--- config.mk ---
export PLATFORM = sky130hd
export DESIGN_NAME = uart_cdc_bus_tx
export DESIGN_NICKNAME = d
export VERILOG_FILES = /design/src/rtl/uart_cdc_bus_tx.sv
export SDC_FILE = /design/constraint.sdc
export NUM_CORES = 1
export LEC_CHECK = 0
export CAP_MARGIN = 0
export CORE_ASPECT_RATIO = 1.25
export CORE_MARGIN = 2
export CORE_UTILIZATION = 23
export CTS_CLUSTER_SIZE = 20
export DETAILED_ROUTE_END_ITERATION = 8
export PLACE_DENSITY = 0.52
export SLEW_MARGIN = 20
export SYNTH_ARGS = -nofsm -noshare
export SYNTH_HDL_FRONTEND = slang
export SYNTH_SLANG_ARGS = --single-unit
--- constraint.sdc ---
create_clock -name i_clk -period 1.9 [get_ports i_clk]
set_input_delay 0.19 -clock i_clk [delete_from_list [all_inputs] [get_ports i_clk]]
set_output_delay 0.19 -clock i_clk [all_outputs]
set_load 0.02 [all_outputs]
--- src/rtl/uart_cdc_bus_tx.sv ---
// uart_cdc_bus_tx: source end of a 4-phase req/ack word crossing between clock domains.
//   i_clk/i_nrst         clock, asynchronous active-low reset
//   i_valid/o_ready      upstream handshake (o_ready high only in IDLE)
//   i_data               upstream word, captured on the accept edge
//   o_cdc_data           launch register, stable for the whole req/ack cycle
//   o_cdc_req            level request, straight from a flop
//   i_cdc_ack            acknowledge from the destination domain (asynchronous)
//   o_done               one-cycle pulse when a transfer completes
module uart_cdc_bus_tx #(
  parameter int BUS_WIDTH    = 32,
  parameter int CDC_STAGES   = 2,
  parameter int SETUP_CYCLES = 1
) (
  input  logic                 i_clk,
  input  logic                 i_nrst,
  input  logic                 i_valid,
  output logic                 o_ready,
  input  logic [BUS_WIDTH-1:0] i_data,
  output logic [BUS_WIDTH-1:0] o_cdc_data,
  output logic                 o_cdc_req,
  input  logic                 i_cdc_ack,
  output logic                 o_done
);
  localparam int CW = SETUP_CYCLES > 1 ? $clog2(SETUP_CYCLES) : 1;
  localparam logic [CW-1:0] CNT_LAST = CW'(SETUP_CYCLES - 1);
  typedef enum logic [1:0] {IDLE, SETUP, REQ_HI, REQ_LO} state_e;
  state_e                state_q, state_d;
  logic [CDC_STAGES-1:0] ack_sync_q;
  logic                  ack_s;
  logic [CW-1:0]         cnt_q, cnt_d;
  logic [BUS_WIDTH-1:0]  data_q, data_d;
  logic                  req_q, req_d, done_q, done_d;
  assign ack_s      = ack_sync_q[CDC_STAGES-1];
  assign o_ready    = state_q == IDLE;
  assign o_cdc_data = data_q;
  assign o_cdc_req  = req_q;
  assign o_done     = done_q;
  always_ff @(posedge i_clk or negedge i_nrst) begin
    if (!i_nrst) begin
      state_q    <= IDLE;
      ack_sync_q <= '0;
      cnt_q      <= '0;
      data_q     <= '0;
      req_q      <= 1'b0;
      done_q     <= 1'b0;
    end else begin
      state_q    <= state_d;
      ack_sync_q <= {ack_sync_q[CDC_STAGES-2:0], i_cdc_ack};
      cnt_q      <= cnt_d;
      data_q     <= data_d;
      req_q      <= req_d;
      done_q     <= done_d;
    end
  end
  // The counter saturates at its last value, so a stale ack simply parks
  // the FSM in SETUP until the synchronized ack has returned low.
  always_comb begin
    state_d = state_q;
    cnt_d   = cnt_q;
    data_d  = data_q;
    req_d   = req_q;
    done_d  = 1'b0;
    case (state_q)
      IDLE: if (i_valid) begin
        data_d  = i_data;
        cnt_d   = '0;
        state_d = SETUP;
      end
      SETUP: if (cnt_q != CNT_LAST) cnt_d = cnt_q + CW'(1);
        else if (!ack_s) begin
          req_d   = 1'b1;
          state_d = REQ_HI;
        end
      REQ_HI: if (ack_s) begin
        req_d   = 1'b0;
        state_d = REQ_LO;
      end
      REQ_LO: if (!ack_s) begin
        done_d  = 1'b1;
        state_d = IDLE;
      end
      default: state_d = IDLE;
    endcase
  end
endmodule
---- Yosys cells after proc, flatten, opt, wreduce, memory -nomap -nowiden ----
Cells that the tools add are included.
storage, ports and cells
  register bits after elaboration ......... 39
  word-level logic and storage cells ...... 37
  output and inout bits ................... 35
  input port bits ......................... 36
cells by class
  mux-type cells .......................... 15
  eq/ne operators ......................... 8
  add/sub/neg operators ................... 1
  reduce and logical (&&, ||, !) cells .... 7
operator list
  cell                                                 count
  two-way mux 2 bit                                    5
  != test 2 bit, second input constant                 5
  case mux 2 bit (4 select lines)                      1
  two-way mux 1 bit                                    7
  AND reduction 5 bit                                  1
  equality test 2 bit, second input constant           2
  case mux 1 bit (2 select lines)                      2
  AND reduction 2 bit                                  2
  AND reduction 4 bit                                  1
  nonzero test 2 bit                                   2
  equality test 2 x 1 -> 1 bit, second input constant  1
  zero test 2 bit                                      1
  adder 1 bit, second input constant                   1

---- Logic depth before layout (Yosys ltp) ----
  depth in word-level cells ............... 3
  depth in mapped cells ................... 5
  gate-level depth less buffers ........... 5

---- Worst setup path after synthesis ----
Ideal clock, no wire load.
  kind .................................... register to register
  start ................................... register state_q[0]
  end ..................................... register state_q[1]
  buffers on the path ..................... 0
  data arrival time ....................... 1383 ps
  setup time .............................. 125 ps
  data required time ...................... 1775 ps
  clock period less this slack ............ 1508 ps
  cell stages (with the launch flop) ...... 6
  slack ................................... 392 ps
  path through ............................ dfrtp_1 > inv_1 > ha_1 > inv_1 > o221ai_1 > mux2_2
on the way
  longest elaborated chain between the ends .. 3
  elaborated cells between the ends (all ways) .. 11
  those cells by class .................... eq/ne (8); mux (1); reduce/logical (2)
ends and longest elaborated chain
  element                        RTL line  RTL
  start, declared                27        state_e state_q, state_d;
  start signal, assigned         47        state_q <= state_d;
  zero test 2 bit (*)            -
  via o_ready                    17        output logic o_ready,
  != test 2 bit (no line)        -
  AND reduction 5 bit (no line)  -
Mark *: on every way through the listed nets, which the timed path passes. The rest lies on a longest branch.
A chain may end at the register's enable or synchronous reset.

---- Final worst setup path ----
  start ................................... register state_q[0]
  end ..................................... register data_q[30], in the netlist o_cdc_data[30]
on the way
  longest elaborated chain between the ends .. 2
ends and longest elaborated chain
  element                        RTL line  RTL
  zero test 2 bit                63        case (state_q)
  AND reduction 2 bit (no line)  -
  end signal, assigned           50        data_q <= data_d;
  end, declared                  31        logic [BUS_WIDTH-1:0] data_q, data_d;
Every way passes these cells.

==> results by group <==
Clock network
  – H-tree Lvls: 2
  – Num Clock Sinks: 38
  – Number of setup buffers added after CTS: 0
  – CTS clock-pin slew for the worst setup and hold paths: 0.09 ns
  – CTS tree: done
  – CTS max path bufs: 2
  – CTS buffer count: 5
  – Post-CTS Hold Buffers: 0
  – Clock latency on the worst-skew pair: 0.29 ns
  – CTS root buf: clkbuf_8

Drt
  – Vias per cell: 4.10
  – Drt first pass iters: 3
  – Wire per inst: 14.5 um
  – Antenna-violating nets left: 0
  – Vias: 1,066
  – Final WL: 3760 um
  – DRT iter0 DRCs: 24
  – Drt drc: 0

Power and ir drop
  – IR drop worst, VDD: 0.725 mV
  – Logic pwr share: 0.514
  – LEAKAGE: 1.18 nW
  – Switching fraction of total power: 0.330
  – Clock share of power: 0.178
  – P_int: 3.10 mW
  – Sw power: 1.53 mW
  – Reg power frac: 0.308
  – PD cells: 1820 nW/um^2

Die
  – Die height: 97.2 um
  – # IOs: 71
  – Row count: 34
  – Total die area: 7640 sq um
  – Core footprint: 6850 sq um
  – Starting Density: 0.233
  – Chip width: 78.6 um

Finish
  – Final net count: 209
  – Multi-input gate area: 599 sq um
  – Filler cells: 650
  – Finished Cell Area: 2550 sq um
  – Layout cells sized above 1: 0.271
  – Ant diodes: 0
  – FF+latch area: 951 sq um
  – Synth-to-Final Area Change: 59.7%

Synth
  – Share of Yosys cell area claimed by the top area cell type: 0.595
  – Largest family of logic cells by synthesized area: multiplexers
  – Post-Synth Adder-Cell Area: 0.0313
  – Synth Area in Compound Gates: 0.0250
  – #FFs+latches synth: 38
  – Mean Syn Cell Area: 17.2 sq um
  – Cell taking the most area after synthesis: dfrtp_1
  – Largest cells by area after synthesis: dfrtp_1, mux2_4, ha_1, buf_6, mux2_2
  – Ys Warns: 0
  – Post-Synthesis Cell Area: 1600 sq um
  – Post-Syn Instances: 93
  – XOR/XNOR Fraction of Synth Area: 0
  – Proportion of synthesized chip area in sequential cells: 0.595
  – Synth Area in Simple Gates: 0.0156
  – Mux cell area share after synthesis: 0.303
  – Count of cell types in the netlist: 15
  – Syn Nets: 133

Critical path
  – CP Max Fanout: 15
  – Crit path DAT: 1.77 ns
  – Crit start category: register
  – Worst EP required: 2.09 ns
  – Crit-path cells: inv_1 > ha_1 > nand2_2 > buf_12 > mux2_2
  – Worst-case reg-to-reg path depth: 5
  – CP bufs+invs: 2
  – CP Depth: 5
  – Slowest CP cell: dfrtp_1
  – R2R setup slack: 0.32 ns
  – CP max stage delay: 0.38 ns
  – Crit end category: register
  – WS Path Type: reg2reg
  – Cell family contributing the most delay on the critical path: flip-flops

Timing
  – Post-layout min period: 1.58 ns
  – Setup TNS: 0 ns
  – Fin. max-slew vios: 0
  – Final Hold Fails: 12
  – Worst hold margin: -0.00830 ns
  – Skew final: 0.00976 ns
  – Fmax: 633 MHz
  – Period utilization: 0.832
  – RSZ-0062 raised after global routing: false
  – Worst slew pin tran: 0.839 ns
  – Setup violations, final: 0
  – Rel. slew slack: 0.441

Global routing
  – Global route overflow: 0
  – Total GRT Usage: 0.108
  – Global-route wire length before repair: 6180 um
  – Largest net degree at the start of global routing: 39
  – Vias in the first global route: 1,231
  – Initial antenna violation count: 0

Run
  – Max cap viols: 0

Status
  – Status: finished, violations left
  – Failing checks: hold timing

Worst hold path
  – Type of the most critical hold path: in2async

Place
  – Port Buffers: 70
  – Routability cong.: 0.735
  – Area after DPL: 2410 sq um
  – Placed wire-length estimate: 2870 um
==> final cells by class <==
| class | instances | share of cell area |
|---|---|---|
| sequential | 38 | 0.372 |
| timing repair buffer | 72 | 0.289 |
| multi-input combinational | 48 | 0.235 |
| tap | 90 | 0.0441 |
| clock buffer | 5 | 0.0269 |
| clock inverter | 3 | 0.0269 |
| inverter | 4 | 0.00588 |
==> stage by stage <==
stage	hold slack, ns	std cells	total power, mW	setup slack (ns)	utilization
finish	-0.00830	260	4.64	0.319	0.373
global route	0.0568	260	4.89	0.220	0.373
CTS	0.0119	260	4.71	0.0434	0.372
detailed placement	0.341	252	3.85	0.302	0.352
global placement	0.324	252	3.79	0.369	0.352
floorplan	-0.106	93	2.81	0.392	-
==> logic make-up after synthesis <==
| kind of cell | Yosys count |
|---|---|
| buf+inv | 7 |
| fa+ha+maj | 4 |
| mux | 33 |
| flops | 38 |
| simple gates | 5 |
| compound gates | 6 |
==> what timing repair did <==
item / 4_1_cts / 5_1_grt
endpoints found under the hold margin: 0 / 0
gates resized for setup: 0 / 1
setup endpoints to repair: 0 / 1
==> synthesized netlist by cell type <==
master,n
inv_1,4
nand2_2,1
mux2_2,3
nor2b_1,1
o21ai_0,1
ha_1,4
o21ai_2,1
o221ai_1,1
a21oi_1,2
mux2_4,30
buf_6,3
dfrtp_1,38
a21boi_0,1
nand3_1,1
nand2_1,2
==> flip-flops by register name, summed over array words and instances, names as in the netlist <==
name and count:
o_cdc_req 1, ack_sync_q 2, state_q 2, o_cdc_data 32, o_done 1
==> path summary, 6_finish.rpt <==
kind / end / start
max: o_cdc_data[30]$_DFFE_PN0P_ / state_q[0]$_DFFE_PN0P_
min: o_cdc_data[13]$_DFFE_PN0P_ / i_nrst
max reg2reg: o_cdc_data[30]$_DFFE_PN0P_ / state_q[0]$_DFFE_PN0P_
min reg2reg: ack_sync_q[1]$_DFF_PN0_ / ack_sync_q[0]$_DFF_PN0_
max in group asynchronous: o_cdc_data[1]$_DFFE_PN0P_ / i_nrst
min in group i_clk: ack_sync_q[0]$_DFF_PN0_ / i_cdc_ack
==> cells in the final DEF (no fill, tap or decap) <==
cell	n
clkdlybuf4s50_1	68
dfrtp_1	38
mux2_4	30
clkbuf_8	5
inv_1	4
ha_1	4
mux2_2	3
nand2_1	2
a21oi_1	2
bufinv_16	2
buf_12	2
nor2b_1	1
nand2_2	1
o21ai_2	1
o221ai_1	1
o21ai_0	1
nand3_1	1
a21boi_0	1
clkinv_4	1
buf_2	1
dlymetal6s2s_1	1
==> worst register-to-register path, cell delays in order, from the launching register on <==
cell and delay (ns):
dfrtp_1 0.38, inv_1 0.09, ha_1 0.23, nand2_2 0.22
buf_12 0.21, mux2_2 0.35
==> layer usage <==
metal,GRT usage,part of all wire
met1,0.109,0.36
met2,0.190,0.56
met4,0.0567,0.025
met3,0.0381,0.059
met5,0,0
==> power by group through the flow <==
stage / clock network (mW) / registers (mW) / logic [mW]
2_1_floorplan: 0 / 1.86 / 0.940
3_5_place_dp: 0 / 1.44 / 2.41
5_1_grt: 0.905 / 1.48 / 2.51
6_report: 0.825 / 1.43 / 2.38
3_3_place_gp: 0 / 1.42 / 2.36
4_1_cts: 0.857 / 1.43 / 2.42
No activity file was read; power rests on OpenSTA's default activity.
